**config.mk**
```make
export PLATFORM = sky130hd
export DESIGN_NAME = unary_add_nch
export DESIGN_NICKNAME = d
export VERILOG_FILES = /design/src/rtl/unary_add_nch.sv
export SDC_FILE = /design/constraint.sdc
export NUM_CORES = 1
export LEC_CHECK = 0
export ABC_AREA = 0
export CAP_MARGIN = 5
export CORE_UTILIZATION = 25
export CTS_CLUSTER_DIAMETER = 60
export DETAILED_ROUTE_END_ITERATION = 7
export SKIP_LAST_GASP = 1
export SYNTH_ARGS = -nofsm -noshare
export SYNTH_HDL_FRONTEND = slang
export SYNTH_SLANG_ARGS = --single-unit
```
**constraint.sdc**
```tcl
create_clock -name clk -period 4.3 [get_ports clk]
set_input_delay 0.86 -clock clk [delete_from_list [all_inputs] [get_ports clk]]
set_output_delay 0.86 -clock clk [all_outputs]
set_load 0.03 [all_outputs]
```
**src/rtl/unary_add_nch.sv**
```systemverilog
// rtl/unary_add_nch.sv - N-lane unary pulse-count accumulator with serial unary readback
// Optional UNARY_ADD_SAT_EN: accumulate saturates at the maximum count instead of wrapping.
module unary_add_nch #(
    parameter int NUM_IN = 2,
    parameter int CNT_W  = 15
) (
    input  logic              clk,
    input  logic              rst_n,
    input  logic              en,
    input  logic              clr,
    input  logic              mode,
    input  logic [NUM_IN-1:0] din,
    output logic              dout,
    output logic              carry,
    output logic              ovf,
    output logic              done,
    output logic              busy,
    output logic [CNT_W-1:0]  count_o
);
    localparam int PC_W = $clog2(NUM_IN + 1);
    localparam logic [CNT_W-1:0] CNT_MAX = '1;

    logic [CNT_W-1:0] count, count_nx;
    logic             dout_nx, carry_nx, ovf_nx, done_nx;
    logic [PC_W-1:0]  pc;
    logic [CNT_W:0]   sum;

    always_comb begin
        pc = '0;
        for (int i = 0; i < NUM_IN; i++) begin
            pc = pc + PC_W'(din[i]);
        end
        sum = {1'b0, count} + (CNT_W + 1)'(pc);
    end

    always_comb begin
        count_nx = count;
        dout_nx  = dout;
        ovf_nx   = ovf;
        carry_nx = 1'b0;
        done_nx  = 1'b0;
        if (clr) begin
            count_nx = '0;
            ovf_nx   = 1'b0;
            dout_nx  = 1'b0;
        end else if (en) begin
            if (!mode) begin
                carry_nx = sum[CNT_W];
                ovf_nx   = ovf | sum[CNT_W];
                dout_nx  = 1'b0;
`ifdef UNARY_ADD_SAT_EN
                count_nx = sum[CNT_W] ? CNT_MAX : sum[CNT_W-1:0];
`else
                count_nx = sum[CNT_W-1:0];
`endif
            end else if (count != '0) begin
                dout_nx  = 1'b1;
                count_nx = count - 1'b1;
                done_nx  = (count == CNT_W'(1));
            end else begin
                dout_nx  = 1'b0;
            end
        end
    end

    always_ff @(posedge clk or negedge rst_n) begin
        if (!rst_n) begin
            count <= '0;
            dout  <= 1'b0;
            carry <= 1'b0;
            ovf   <= 1'b0;
            done  <= 1'b0;
        end else begin
            count <= count_nx;
            dout  <= dout_nx;
            carry <= carry_nx;
            ovf   <= ovf_nx;
            done  <= done_nx;
        end
    end

    assign count_o = count;
    assign busy    = mode && (count != '0);
endmodule

```
# Word-level counts from Yosys, hierarchy flattened
# Cells that the tools add are included.
# totals
in_bits	7
n_memories	0
ramBits	0
latch_bits	0
out_inout_bits	20
rom_bits	0
register_bits	19
elab_cells	35
# classes
addsub	3
n_shift	0
magnitude_cmp	0
div_mod_pow	0
multipliers	0
eq_ne	3
n_mux	18
reduce_logical	5
n_bitwise	1
# op_table
cell	n
15-bit two-way mux	4
15-bit by 2-bit adder with 16-bit output	1
15-bit by 1-bit equality test with 1-bit output (second input constant)	1
15-bit nonzero test	1
15-bit by 1-bit subtractor with 15-bit output (second input constant)	1
1-bit two-way mux	14
2-bit AND reduction	2
3-bit by 2-bit != test with 1-bit output (second input constant)	1
1-bit by 1-bit adder with 2-bit output	1
2-bit != test (second input constant)	1
2-bit nonzero test	1
1-bit logical AND	1
1-bit OR	1

# Logic depth before layout (Yosys ltp)
# Gate-level depths: netlist (run 1).
# depth
ltp_word	6
depth_mapped	9
mapped_depth_nobuf	7

# Worst setup path after synthesis (run 1)
# Ideal clock, no wire load.
# synth_path
kind	flip-flop to output port
from	reg count[5], in the netlist count_o[5]
to	out busy
n_path_buf	3
arrival_ns	2.127
setup_slack_ns	1.313
t_required_ns	3.440
path_stages_with_launch	7
path_cell_list	dfrtp_1 > buf_6 > or3_1 > buf_2 > or4b_4 > buf_6 > o31a_1
# synth_via
elab_chain_cells	2
# synth_rtl
item	line	text
from (decl)	23	logic [CNT_W-1:0] count, count_nx;
from (signal assigned)	74	count <= count_nx;
15-bit nonzero test	83	assign busy = mode && (count != '0);
1-bit logical AND	83	
to (decl)	17	output logic busy,
# No other way between the ends.

# Worst setup path after layout (run 1)
# layout_path
from	reg count[10], in the netlist count_o[10]
to	out busy
# The elaborated chain is that of the path after synthesis.

==> results of run 1 <==
power by group:
part           internal [mW]  leakage, nW  switching [mW]
Combinational          0.148        0.334           0.212
Clock                 0.0646       0.0255          0.0650
Sequential             0.204        0.259          0.0473
per-layer routing:
layer	track usage	routed length, um	vias up
li1	-	-	587
met1	0.178	1560	558
met2	0.190	1370	37
met3	0.0285	194	4
met4	0.0503	35	0
met5	0	0	-
synthesized netlist by cell type (2+ instances only):
master / instances
or2_2: 2
nand2_1: 6
buf_6: 3
o31ai_1: 2
nand3_1: 3
o21ai_0: 8
dfrtp_1: 19
nor2b_1: 3
nand4_1: 4
o211ai_1: 6
nand3b_1: 3
buf_2: 2
a21oi_1: 9
clkbuf_1: 7
nor4_1: 10
ha_1: 3
nor3_1: 3
xor2_1: 4
mux2i_1: 2
inv_1: 7
a31oi_1: 2
nor2_1: 15
nand2b_1: 2
or3_1: 8
placed cells by master (no fill, tap or decap), types with 2 or more instances in the layout:
cell type and n:
nand3b_1 3, ha_1 3, o21ai_0 8, clkdlybuf4s50_1 26, nor4_1 10, a31oi_1 2
nand4_1 4, nand2_1 6, nand3_1 3, nand2b_1 2, nor2_1 15, a21oi_1 9
o211ai_1 6, clkbuf_8 3, nor3_1 3, or3_1 8, o31ai_1 2, or2_2 2
nor2b_1 3, inv_1 7, mux2i_1 2, xor2_1 4, dfrtp_1 19
worst max path at each step:
| stage | from | endpoint | slack (ns) |
|---|---|---|---|
| global route | count_o[10]$_DFFE_PN0P_ | busy | 0.62 |
| global placement | mode | busy | 0.95 |
| detailed placement | mode | busy | 0.95 |
| CTS | count_o[10]$_DFFE_PN0P_ | busy | 0.74 |
| floorplan | count_o[5]$_DFFE_PN0P_ | busy | 1.31 |
| finish | count_o[10]$_DFFE_PN0P_ | busy | 0.73 |
registers in the layout, summed over array words and instances, names as in the netlist:
name	cells
carry	1
count_o	15
done	1
dout	1
ovf	1
cells by family after synthesis:
kind of cell,after synthesis,synth area share
compound gates,35,0.180
simple gates,65,0.278
flops,19,0.363
xor+xnor,4,0.0267
mux,4,0.0353
fa+ha+maj,4,0.0439
buf+inv,19,0.0735
metrics by stage:
| step | hold slack [ns] | util | instance area, um2 | power [mW] |
|---|---|---|---|---|
| 6_report | 0.537 | 0.334 | 1630 | 0.742 |
| 5_1_grt | 0.584 | 0.334 | 1630 | 0.798 |
| 4_1_cts | 0.545 | 0.334 | 1630 | 0.747 |
| 3_5_place_dp | 0.534 | 0.325 | 1580 | 0.615 |
| 3_3_place_gp | 0.529 | 0.325 | 1580 | 0.614 |
| 2_1_floorplan | 0.564 | - | 1310 | 0.532 |
area by class of cell:
cell class | instances | area, um2
Clock inverter | 1 | 5.00
Sequential cell | 19 | 475
Inverter | 7 | 26.3
Clock buffer | 3 | 41.3
Fill cell | 529 | 3250
Timing Repair Buffer | 26 | 260
Multi-Input combinational cell | 112 | 738
Tap cell | 67 | 83.8
worst reg2reg max path, cell delays in order (launching register included):
cell and delay (ns):
dfrtp_1 0.47, nor4_1 0.47, or4b_4 0.60, o21ai_4 0.37, nor2_2 0.09, mux2_4 0.30
==> metrics.md, run 1 <==
| Metric | Value |
|---|---|
| Count of different cell masters after synthesis | `41` |
| PortBufs | `26` |
| Non-Filler Instances | `235` |
| Largest net degree at the start of global routing | `23` |
| Global-route wire length before repair | `5290 um` |
| Worst Path Required | `3.44 ns` |
| Power density over cell area | `455 nW/um2` |
| Setup crit end kind | `output pin` |
| Worst path slowest cell | `or4b_4` |
| Crit path kind | `reg -> out` |
| Num Clock Sinks | `19` |
| Share of layout cells above drive strength 1 | `0.0774` |
| Cell count after synthesis | `150` |
| GPL Wtd Cong | `0.818` |
| CORE AREA | `4880 um2` |
| Final clock skew | `0.000902 ns` |
| Hold Path Class | `reg -> reg` |
| Flop-to-flop setup slack | `1.88 ns` |
| Row count | `25` |
| WHS Endpoint | `dout$_DFFE_PN0P_` |
| Grt ovf | `0` |
| #FFs+latches synth | `19` |
| H-tree depth | `1` |
| Synth warn | `0` |
| Buffers and inverters on the worst path | `1` |
| Ys async rst share | `1.00` |
| Via Count | `1186` |
| Maxcap violations | `0` |
| Number of flops mapped to enable cells by yosys | `0` |
| CTS tree | `yes` |
| Post-layout min period | `3.57 ns` |
| Cells on worst reg2reg path | `5` |
| Crit-path max FO | `9` |
| Hold Crit Start | `dout$_DFFE_PN0P_` |
| CP max stage delay | `0.60 ns` |
| Vias in the first global route | `1074` |
| Syn-to-layout area delta | `24.5%` |
| Drt drc | `0` |
| Register area share after synthesis | `0.363` |
| Syn nets | `161` |
| Skew-Pair Late Insertion Delay | `0.26 ns` |
| RSZ-0062 raised after global routing | `no` |
| CTS max path bufs | `2` |
| Synth area leader | `dfrtp_1` |
| Synthesized area per cell | `8.73 um2` |
| Die Wd | `74.4 um` |
| Post-Route WL | `3150 um` |
| I/O pin count | `27` |
| Post-CTS Setup Inserts | `0` |
| Crit. path cell count | `4` |
| Static leakage | `0.619 nW` |
| Vias per Instance | `5.05` |
| Post-CTS Hold Buffers | `0` |
| 1st-iter DRT viols | `47` |
| CP arrival | `2.71 ns` |
| Critical-path cell list | `nor4_1 > or4b_4 > o31a_1 > clkdlybuf4s50_1` |
| Place WS | `0.951 ns` |
| Setup TNS | `0 ns` |
| Routed wire per std cell | `13.4 um` |
| Initial antenna violation count | `0` |
| Die height | `74.4 um` |
| Setup violators final | `0` |
| Reg clk slew, reported paths | `0.08 ns` |
| Max-slew violation count | `0` |
| Dpl cells | `231` |
| Final Hold Fails | `0` |
| Total CTS buffers | `3` |
| Post-CTS sizing | `0` |
| Die ar. | `5530 um2` |
| Mapped Area | `1310 um2` |
| Status | `complete, no violations` |
| FF-to-FF Start | `count_o[10]$_DFFE_PN0P_` |
| Measured slew at the worst slew-check pin | `0.884 ns` |
| CP Launch Type | `flop` |
| Achievable Freq | `280 MHz` |
| DP HPWL | `2290 um` |
| Worst r2r dst | `count_o[12]$_DFFE_PN0P_` |
| Hold Path Depth | `2` |
| Slew Limit Headroom | `0.409` |
| Initial Utilization | `0.268` |
| Ant. Diodes | `0` |
| Root Buffer Master | `clkbuf_8` |
| CP delay by family, top | `simple AND/OR/NAND/NOR gates` |
| Final worst-path setup slack | `0.734 ns` |
| 1st-pass router iterations | `4` |
| Fin crit share | `0.829` |
| Main synth FF type | `dfrtp_1` |
| Most area-consuming cells after synthesis | `dfrtp_1 36%, nor4_1 4.8%, nor2_1 4.3%` |
| Peak supply drop | `162 uV` |
| Total GRT Usage | `0.127` |
| Layout Nets | `180` |
| Final ANT Viol Nets | `0` |
| Yosys top cell area share | `0.363` |
Power figures use the tool's default switching activity.
==> run 2: changes to the inputs <==
- clock period: 4.3 -> 3.5 ns (I/O delays scaled with it)
==> run 2 against run 1 <==
Via count up 1.0%. Worst setup slack got worse by 0.61 ns. Sequential power grew 23%. Sequential cell count is the same. Critical path type unchanged.
==> metrics.md, run 2 (same netlist as run 1, synthesis figures left out) <==
| Metric | Value |
|---|---|
| Num Clock Sinks | `19 (unchanged)` |
| Hold Crit Start | `dout$_DFFE_PN0P_` |
| Worst hold margin | `0.534 ns (-0.00263 ns)` |
| Measured slew at the worst slew-check pin | `0.890 ns (+0.00668 ns)` |
| Final ANT Viol Nets | `0 (unchanged)` |
| Post-Route WL | `3100 um (-1.5%)` |
| Routed met3 length | `153 um (-21%)` |
| Setup crit end kind | `output pin` |
| Flop-to-flop setup slack | `1.12 ns (-0.76 ns)` |
| CORE AREA | `4880 um2 (unchanged)` |
| Met1 WL | `1520 um (-2.1%)` |
| Cells on worst reg2reg path | `5 (unchanged)` |
| Setup violators final | `0 (unchanged)` |
| Skew-Pair Late Insertion Delay | `0.26 ns (about the same)` |
| Maxcap violations | `0 (unchanged)` |
| 1st-iter DRT viols | `65 (+38%)` |
| Slew Limit Headroom | `0.405 (-0.00447)` |
| Die Wd | `74.4 um (unchanged)` |
| RSZ-0062 raised after global routing | `no` |
| Power Total | `915 uW (+23%)` |
| Initial antenna violation count | `0 (unchanged)` |
| Met2 WL | `1420 um (+3.7%)` |
| PortBufs | `26 (unchanged)` |
| Die ar. | `5530 um2 (unchanged)` |
| Final clock skew | `0.00794 ns (+0.00704 ns)` |
| Area of the multi-input gates | `744 um2 (+0.85%)` |
| CTS tree | `yes` |
| Initial Utilization | `0.268 (unchanged)` |
| Static leakage | `0.628 nW (+1.3%)` |
| CP Launch Type | `flop` |
| Ant. Diodes | `0 (unchanged)` |
| Vias in the first global route | `1112 (+3.5%)` |
| WHS Endpoint | `dout$_DFFE_PN0P_` |
| Row count | `25 (unchanged)` |
| Power density over cell area | `554 nW/um2 (+22%)` |
| Max Used Layer | `met4` |
| Final Hold Fails | `0 (unchanged)` |
| Routed wire per std cell | `13.1 um (-2.3%)` |
| Worst r2r dst | `count_o[12]$_DFFE_PN0P_` |
| CTS max path bufs | `2 (unchanged)` |
| I/O pin count | `27 (unchanged)` |
| FF-to-FF Start | `count_o[6]$_DFFE_PN0P_` |
| Setup TNS | `0 ns (unchanged)` |
| Status | `complete, no violations` |
| DP HPWL | `2330 um (+1.6%)` |
| Via Count | `1198 (+1.0%)` |
| Crit path kind | `reg -> out` |
| Post-layout min period | `3.38 ns` |
| Largest net degree at the start of global routing | `20 (-13%)` |
| Total CTS buffers | `3 (unchanged)` |
| Hold Path Class | `reg -> reg` |
| Most frequent cells in the layout | `26 x clkdlybuf4s50_1, 19 x dfrtp_1, 15 x nor2_1` |
| Largest register FFs | `15 (unchanged)` |
| Syn-to-layout area delta | `26.0%` |
| Max-slew violation count | `0 (unchanged)` |
| Fin crit share | `0.965` |
| Reg area | `475 um2 (unchanged)` |
| Vias per Instance | `5.05 (+0.16%)` |
| Hold Path Depth | `2 (unchanged)` |
| Root Buffer Master | `clkbuf_8` |
| Peak supply drop | `226 uV (+39%)` |
| CP arrival | `2.68 ns (-0.03 ns)` |
| Post-CTS Setup Inserts | `0 (unchanged)` |
| Filler cell count | `526 (-0.57%)` |
| 1st-pass router iterations | `4 (unchanged)` |
| Achievable Freq | `296 MHz` |
| Crit-path max FO | `8 (-1)` |
| GPL Wtd Cong | `0.794 (-3.0%)` |
| Total GRT Usage | `0.124 (-0.00366)` |
| Drt drc | `0 (unchanged)` |
| Share of layout cells above drive strength 1 | `0.0882 (+0.0109)` |
| Die height | `74.4 um (unchanged)` |
| Global-route wire length before repair | `5260 um (-0.53%)` |
| Reg clk slew, reported paths | `0.08 ns (about the same)` |
| Grt ovf | `0 (unchanged)` |
| Layout Nets | `182 (+1.1%)` |
| Worst Path Required | `2.80 ns (-0.64 ns)` |
| H-tree depth | `1 (unchanged)` |
| Most common cell after layout, fill and taps aside | `clkdlybuf4s50_1` |
## run 2: cell types whose count changed in the layout (fill, tap and decap cells not counted)
cell      previous run  this run
nor4_2               0         1
clkinv_2             1         0
nor4_1              10         9
buf_4                0         2
clkbuf_1             0         1
## run 2: what timing repair did
item / CTS / global route
setup endpoints to repair: 0 / 1
gates resized for setup: 0 / 1
endpoints found under the hold margin: 0 / 0
hold buffers: 0 / 0
## run 2: worst max-delay path: stages (launching register included)
cell and delay [ns]:
dfrtp_1 0.45, or3_1 0.46, or4b_4 0.62, o31a_1 0.30
clkdlybuf4s50_1 0.59
## run 2: per-layer routing
| layer | global-route usage | up-vias |
|---|---|---|
| met4 | 0.0314 | 0 |
| met1 | 0.172 | 580 |
| met2 | 0.193 | 25 |
| li1 | - | 591 |
| met5 | 0 | - |
| met3 | 0.0285 | 2 |
## run 2: worst max-delay path by stage
| stage | end | from |
|---|---|---|
| floorplan | busy | count_o[5]$_DFFE_PN0P_ |
| global placement | busy | count_o[6]$_DFFE_PN0P_ |
| detailed placement | busy | count_o[6]$_DFFE_PN0P_ |
| CTS | busy | count_o[6]$_DFFE_PN0P_ |
| global route | busy | count_o[6]$_DFFE_PN0P_ |
| finish | busy | count_o[6]$_DFFE_PN0P_ |
## run 2: through the flow
| stage | utilization | worst slack, ns | area, um2 | std cells |
|---|---|---|---|---|
| finish | 0.338 | 0.124 | 1650 | 237 |
| global route | 0.338 | 0.00912 | 1650 | 237 |
| CTS | 0.337 | 0.114 | 1640 | 237 |
| detailed placement | 0.328 | 0.419 | 1600 | 233 |
| global placement | 0.328 | 0.429 | 1600 | 233 |
| floorplan | - | 0.673 | 1310 | 150 |
## run 2: layout make-up
type	count	share of cell area
repair buffers	28	0.167
well taps	67	0.0508
flip-flops and latches	19	0.288
inverters	7	0.0159
clock buffers	4	0.0273
multi-input cells	112	0.451
## run 2: report_power, final
group	switching [mW]	internal [mW]	total, mW
clock network	0.0763	0.0810	0.157
logic	0.261	0.186	0.447
registers	0.0596	0.251	0.311
==> run 3: changes to the inputs <==
- HOLD_SLACK_MARGIN: unset -> 0.05
==> results of run 3 <==
Final layout, timing and power as in run 2 (identical DEF).
